$ cat src/rtl/player_life_controller.sv
// Per-player life sequencer: tracks lives and sequences death, respawn/invulnerability and out-of-lives.
// Optional feature macro: PLAYER_EXTRA_LIFE_EN adds the extra_life award input.
module player_life_controller #(
    parameter int START_LIVES   = 3,
    parameter int LIFE_W        = 3,
    parameter int DEATH_FRAMES  = 60,
    parameter int INVULN_FRAMES = 120,
    parameter int BLINK_SHIFT   = 3
) (
    input  logic              Clk,
    input  logic              Reset,
    input  logic              frame_tick,
    input  logic [1:0]        gameState,
    input  logic              hit,
    input  logic              fall,
`ifdef PLAYER_EXTRA_LIFE_EN
    input  logic              extra_life,
`endif
    output logic [LIFE_W-1:0] lives,
    output logic              playerDead,
    output logic              player_visible,
    output logic              invulnerable,
    output logic              dying,
    output logic              spawn_pulse
);

    localparam int MAX_FRAMES = (DEATH_FRAMES > INVULN_FRAMES) ? DEATH_FRAMES : INVULN_FRAMES;
    localparam int CW         = $clog2(MAX_FRAMES + 1);

    localparam logic [CW-1:0]     DEATH_LAST  = CW'(DEATH_FRAMES - 1);
    localparam logic [CW-1:0]     INVULN_LAST = CW'(INVULN_FRAMES - 1);
    localparam logic [LIFE_W-1:0] LIVES_START = LIFE_W'(START_LIVES);
    localparam logic [LIFE_W-1:0] LIVES_MAX   = {LIFE_W{1'b1}};

    typedef enum logic [2:0] {
        IDLE,
        ALIVE,
        DYING,
        RESPAWN,
        OUT
    } state_t;

    state_t            state, stateNext;
    logic [CW-1:0]     counter, counterNext;
    logic [LIFE_W-1:0] livesNext;
    logic              death, extra;
    logic              deadNext, visibleNext, invulnNext, dyingNext, spawnNext;

    always_comb begin
        stateNext   = state;
        counterNext = counter;
        livesNext   = lives;
        death       = 1'b0;
`ifdef PLAYER_EXTRA_LIFE_EN
        extra       = extra_life && (state == ALIVE || state == DYING || state == RESPAWN);
`else
        extra       = 1'b0;
`endif

        case (state)
            ALIVE:   death = hit | fall;
            RESPAWN: death = fall;
            default: death = 1'b0;
        endcase

        // A death and an award in the same cycle cancel out
        if (death && !extra) begin
            livesNext = (lives == '0) ? lives : lives - LIFE_W'(1);
        end else if (extra && !death) begin
            livesNext = (lives == LIVES_MAX) ? lives : lives + LIFE_W'(1);
        end

        case (state)
            IDLE: begin
                if (gameState == 2'b01) begin
                    stateNext   = ALIVE;
                    counterNext = '0;
                    livesNext   = LIVES_START;
                end
            end
            ALIVE: begin
                if (death) begin
                    stateNext   = DYING;
                    counterNext = '0;
                end
            end
            DYING: begin
                if (frame_tick) begin
                    if (counter == DEATH_LAST) begin
                        stateNext   = (livesNext == '0) ? OUT : RESPAWN;
                        counterNext = '0;
                    end else begin
                        counterNext = counter + CW'(1);
                    end
                end
            end
            RESPAWN: begin
                if (death) begin
                    stateNext   = DYING;
                    counterNext = '0;
                end else if (frame_tick) begin
                    if (counter == INVULN_LAST) begin
                        stateNext   = ALIVE;
                        counterNext = '0;
                    end else begin
                        counterNext = counter + CW'(1);
                    end
                end
            end
            default: begin
                stateNext = state;
            end
        endcase

        // Leaving Play from any state (including OUT on GameOver) parks the block in IDLE
        if (gameState != 2'b01) begin
            stateNext   = IDLE;
            counterNext = '0;
            livesNext   = '0;
        end

        deadNext    = (stateNext == OUT);
        invulnNext  = (stateNext == RESPAWN);
        dyingNext   = (stateNext == DYING);
        spawnNext   = (state == IDLE  && stateNext == ALIVE) ||
                      (state == DYING && stateNext == RESPAWN);
        case (stateNext)
            ALIVE, DYING: visibleNext = 1'b1;
            RESPAWN:      visibleNext = ~counterNext[BLINK_SHIFT];
            default:      visibleNext = 1'b0;
        endcase
    end

    always_ff @(posedge Clk) begin
        if (Reset) begin
            state          <= IDLE;
            counter        <= '0;
            lives          <= '0;
            playerDead     <= 1'b0;
            player_visible <= 1'b0;
            invulnerable   <= 1'b0;
            dying          <= 1'b0;
            spawn_pulse    <= 1'b0;
        end else begin
            state          <= stateNext;
            counter        <= counterNext;
            lives          <= livesNext;
            playerDead     <= deadNext;
            player_visible <= visibleNext;
            invulnerable   <= invulnNext;
            dying          <= dyingNext;
            spawn_pulse    <= spawnNext;
        end
    end

endmodule

$ cat config.mk
export PLATFORM = sky130hd
export DESIGN_NAME = player_life_controller
export DESIGN_NICKNAME = d
export VERILOG_FILES = /design/src/rtl/player_life_controller.sv
export SDC_FILE = /design/constraint.sdc
export NUM_CORES = 1
export LEC_CHECK = 0
export BUFFER_PORTS_ARGS = -buffer_cell sky130_fd_sc_hd__buf_4
export CORE_MARGIN = 1.5
export CORE_UTILIZATION = 40
export DETAILED_ROUTE_END_ITERATION = 8
export SYNTH_ARGS = -nofsm -noshare
export SYNTH_HDL_FRONTEND = slang
export SYNTH_SLANG_ARGS = --single-unit
$ cat constraint.sdc
create_clock -name Clk -period 1.8 [get_ports Clk]
set_input_delay 0.54 -clock Clk [delete_from_list [all_inputs] [get_ports Clk]]
set_output_delay 0.54 -clock Clk [all_outputs]
set_load 0.05 [all_outputs]
After elaboration in Yosys (flattened, before gate mapping)
Cells that the tools add are included.
{ "classes": {"addsub": 2, "mul": 0, "div_mod_pow": 0, "n_lt_le_gt_ge": 0, "n_eq_ne": 15, "shift": 0, "n_mux": 25, "n_bitwise": 2, "n_reduce_logical": 10} }
{ "op_table": {"columns": ["operator", "n"], "rows": [
  ["2-to-1 mux 7 bit", 7],
  ["2-to-1 mux 3 bit", 13],
  ["one-hot mux 7 bit (4 select lines)", 1],
  ["== test 3 x 2 -> 1 bit (second input constant)", 4],
  ["one-hot mux 3 bit (4 select lines)", 1],
  ["logical NOT 3 bit", 3],
  ["adder 7 x 1 -> 7 bit (second input constant)", 1],
  ["== test 7 x 6 -> 1 bit (second input constant)", 1],
  ["== test 7 bit (second input constant)", 1],
  ["== test 3 x 1 -> 1 bit (second input constant)", 2],
  ["inequality test 2 bit (second input constant)", 3],
  ["AND reduction 5 bit", 1],
  ["2-to-1 mux 4 bit", 1],
  ["one-hot mux 1 bit (2 select lines)", 2],
  ["nonzero test 4 bit", 1],
  ["OR reduction 2 bit", 2],
  ["== test 3 bit (second input constant)", 1],
  ["inequality test 3 bit (second input constant)", 1],
  ["subtractor 3 x 1 -> 3 bit (second input constant)", 1],
  ["== test 2 x 1 -> 1 bit (second input constant)", 1],
  ["logical AND 1 bit", 2],
  ["inequality test 2 x 1 -> 1 bit (second input constant)", 1],
  ["logical OR 1 bit", 1],
  ["inverter 1 bit", 1],
  ["OR 1 bit", 1]
]} }
{ "word_totals": {"ff_bits": 18, "latchBits": 0, "ram_bits": 0, "mem_bits_ro": 0, "inputBits": 7, "output_inout_bits": 8, "memories": 0} }

Logic depth before layout (Yosys ltp)
{ "depth": {"word_depth": 12, "ltp_mapped": 10, "depth_no_buf": 10} }

Least setup slack after synthesis
Ideal clock, no wire load.
{ "synth_timing": {"path_type": "reg-to-reg", "startpoint": "register lives[0]", "endpoint": "register player_visible", "setup_ns": 0.118, "t_arrival_ns": 2.233, "setup_slack_ns": -0.551, "stages_incl_launch_ff": 10, "period_less_slack_ns": 2.351, "path_cell_list": "dfxtp_1 > inv_1 > ha_1 > ha_1 > or3b_1 > o21ai_0 > a221oi_4 > o221ai_2 > nor3_2 > nor3b_2"} }
{ "synth_via": {"elab_chain_cells": 12, "word_cells_on_any_way": 15, "cone_classes": "add/sub (1); eq/ne (3); mux (8); reduce/logical (3)"} }
{ "synth_rtl": {"columns": ["element", "line", "source"], "rows": [
  ["from (decl)", "19", "output logic [LIFE_W-1:0] lives,"],
  ["from (signal assigned)", "147", "lives <= livesNext;"],
  ["subtractor 3 x 1 -> 3 bit / logical NOT 3 bit (equally long branches)", "68", "livesNext = (lives == '0) ? lives : lives - LIFE_W'(1);"],
  ["2-to-1 mux 3 bit", "68", null],
  ["2-to-1 mux 3 bit (*)", "67", "if (death && !extra) begin"],
  ["logical NOT 3 bit (*)", "90", "stateNext = (livesNext == '0) ? OUT : RESPAWN;"],
  ["2-to-1 mux 3 bit (*)", "90", null],
  ["2-to-1 mux 3 bit (*)", "89", "if (counter == DEATH_LAST) begin"],
  ["2-to-1 mux 3 bit (*)", "88", "if (frame_tick) begin"],
  ["one-hot mux 3 bit (4 select lines) (*)", "73", "case (state)"],
  ["2-to-1 mux 3 bit (*)", "116", "if (gameState != 2'b01) begin"],
  ["== test 3 x 2 -> 1 bit / == test 3 x 1 -> 1 bit (equally long branches)", "127", "case (stateNext)"],
  ["OR reduction 2 bit", "127", null],
  ["one-hot mux 1 bit (2 select lines) (*)", "127", null],
  ["to (signal assigned)", "149", "player_visible <= visibleNext;"],
  ["to (decl)", "21", "output logic player_visible,"]
]} }
Every way passes the cells marked *; elsewhere a longest branch is shown, timed or not.
A chain may end at the register's enable or synchronous reset.

Final worst setup path
Same ends and word-level chain as after synthesis.

==> metrics.md <==
| Metric | Value |
|---|---|
| Outcome | `complete, but fails checks` |
| Violated checks | `negative setup slack` |
| Antenna Cells | `0` |
| Setup TNS | `-0.209 ns` |
| Cell area after synthesis | `1060 sq um` |
| DR WL/cell | `~13 microns` |
| CTS max path bufs | `2` |
| # hold bufs at CTS | `0` |
| Ys Warns | `0` |
| WHS Endpoint | `state[0]` |
| Hold Crit Class | `input port to flip-flop` |
| Crit-path slowest cell | `dfxtp_4` |
| Cell Pwr Density | `between 500 and 600 nW/um^2` |
| Final Setup Violations | `4` |
| Hold Startpoint | `Reset` |
| Worst slew margin | `0.722` |
| Syn Area/Cell | `between 8 and 9 sq um` |
| Clock Skews | `between 0.0008 and 0.0009 ns` |
| Worst R2R Start | `lives[0]` |
| Setup CP Type | `flip-flop to flip-flop` |
| Clock transition at path regs | `~0.1 ns` |
| Area growth syn-to-layout | `41.8%` |
| Static leakage | `just under 0.6 nW` |
| Worst-Skew Late Latency | `0.30 ns` |
| Final Util | `0.600` |
| Dpl hpwl | `just under 2000 microns` |
| Global-route wire length before repair | `a little over 4000 microns` |
| VDD IR max | `roughly 590 uV` |
| Num rows | `18` |
| Die width | `54.4 microns` |
| FF-to-FF setup slack | `-0.09 ns` |
| Max frequency | `about 530 MHz` |
| Asr flop ratio synth | `0` |
| Core ar. | `approximately 2500 sq um` |
| Worst-path cell chain | `inv_4 -> ha_4 -> ha_4 -> or3b_1 -> o21ai_2 -> a221oi_4 -> a211oi_4 -> o21ai_2 -> nor3b_2` |
| Most frequent cells in the layout | `40 x buf_4, 17 x nor2_1, 14 x dfxtp_1` |
| Proportion of layout cells with a drive suffix above 1 | `0.404` |
| Worst Path Arrival | `approximately 2.1 ns` |
| Worst reg-to-reg path cell count | `9` |
| Die Y | `between 50 and 60 microns` |
| Vias | `1063` |
| Fin nets | `between 150 and 200` |
| Top Ports | `15` |
| Remaining DRCs | `0` |
| Cts bufs inserted | `3` |
| Vias per Instance | `between 5 and 6` |
| Post-synthesis sequential area ratio | `0.341` |
| Setup ws final | `-0.0911 ns` |
| Die area | `about 3000 sq um` |
| Max-slew violations | `0` |
| Period utilization | `1.05` |
| Hold Path Stages | `2` |
| CP Launch Type | `flip-flop` |
| Max-Cap Viols | `0` |
| FF+latch count, synth | `18` |
| CP peak stage delay | `0.36 ns` |
| Ys flop type | `dfxtp_1` |
| Global route total overflow | `0` |
| Final instance area | `between 1000 and 1500 sq um` |
| Clock Tree Root | `clkbuf_4` |
| Buffers on Ports | `14` |
| Remaining antenna violation count | `0` |
| Worst path required time | `2.00 ns` |
| Starting density of the core | `0.423` |
| Netlist cell types | `44` |
| Gpl congestion | `approximately 0.9` |
| Final hold violations | `0` |
| Syn_nets | `approximately 140` |
| Min Tclk post-route | `roughly 1.9 ns` |
| Pre-antenna DRT Iters | `4` |
| Largest net degree at the start of global routing | `11` |
| Vias in the first global route | `930` |
| CP endpoint kind | `flip-flop` |
| Commonest non-fill, non-tap cell in the layout | `buf_4` |
| Clk sink count | `18` |
| Post-synth EDFFs | `0` |
| RSZ-0062 raised after global routing | `yes` |
| Worst Path Max Fanout | `5` |
| Area post-placement | `roughly 1400 sq um` |
| Post-Route WL | `around 2500 microns` |
| Overall Global Routing Usage | `0.196` |
| CTS tree | `done` |
| Initial DRC Count | `25` |
| Mapped Cells | `around 130` |
| Initial antenna violation count | `0` |
| H-tree depth | `1` |
| Reg2reg end | `player_visible` |
| Tightest Pin Transition | `just over 0.4 ns` |
## report_power, final
group / internal (mW) / leakage, nW / switching (mW)
logic: 0.0695 / 0.432 / 0.0802
registers: 0.402 / 0.148 / 0.00460
clock network: 0.0809 / 0.0154 / 0.126
total: 0.553 / 0.596 / 0.211
## stage by stage
| stage | worst slack [ns] | power, mW | std cells | hold WS (ns) |
|---|---|---|---|---|
| after floorplan | -0.158 | 0.502 | 125 | 0.479 |
| after global placement | -0.172 | 0.554 | 190 | 0.501 |
| after detailed placement | -0.177 | 0.556 | 190 | 0.536 |
| after global routing | -0.198 | 0.801 | 196 | 0.443 |
| after CTS | -0.0908 | 0.767 | 195 | 0.431 |
| final | -0.0911 | 0.764 | 196 | 0.439 |
## worst max path at each step
stage / start / to / slack (ns)
floorplan: lives[0] / player_visible / -0.16
global placement: hit / player_visible / -0.17
detailed placement: hit / player_visible / -0.18
CTS: lives[0] / player_visible / -0.09
global route: lives[0] / player_visible / -0.20
finish: lives[0] / player_visible / -0.09
## per-layer routing
layer | GRT usage | part of all wire | vias to the layer above
li1 | - | - | 530
met1 | 0.269 | 0.49 | 491
met2 | 0.295 | 0.44 | 33
met3 | 0.0410 | 0.048 | 9
met4 | 0.0833 | 0.020 | 0
met5 | 0 | 0 | -
## final cells by class
type / instances / area (sq um)
multi-input cells: 93 / 721
well taps: 30 / 37.5
fillers: 212 / 1000
inverters: 11 / 43.8
flip-flops and latches: 18 / 370
clock inverters: 1 / 3.75
repair buffers: 40 / 300
clock buffers: 3 / 22.5
## registers in the layout, indices dropped and copies added (netlist names)
signal	count
counter	7
playerDead	1
lives	3
state	3
spawn_pulse	1
dying	1
invulnerable	1
player_visible	1
## worst max-delay path: cells and delay by family, from the launching register on
kind	cells	cell delay [ns]
compound gates	4	0.61
fa+ha+maj	2	0.26
buf+inv	1	0.06
flops	1	0.36
simple gates	2	0.51
## cells in the mapped netlist (2+ instances only)
library cell,instances,area [sq um]
nor3_1,9,45.0
a211oi_1,2,15.0
a21oi_1,5,25.0
buf_2,2,10.0
xor2_1,3,26.3
nor2_1,17,63.8
xnor2_1,2,17.5
ha_1,4,50.1
o311ai_0,2,17.5
nor4_1,2,12.5
o21ai_0,4,20.0
inv_1,11,41.3
dfxtp_1,18,360
nand4_1,4,25.0
nor2b_1,3,18.8
nand3_1,4,20.0
nand2_1,6,22.5
## kinds of logic after synthesis
kind of cell | count (synthesis) | share of synthesized area
AND/OR/NAND/NOR | 57 | 0.286
AO/OA/AOI/OAI | 26 | 0.215
flip-flops | 18 | 0.341
buffers and inverters | 14 | 0.0592
XOR/XNOR | 5 | 0.0414
adder cells (fa/ha/maj) | 4 | 0.0473
multiplexers | 1 | 0.00947
## repair_timing
| item | in CTS | in global routing |
|---|---|---|
| endpoints found under the setup margin | 6 | 14 |
| buffers inserted | 1 | 1 |
| resized for setup | 7 | 5 |
| pin swaps | 5 | 2 |
(Power assumes the default switching activity.)
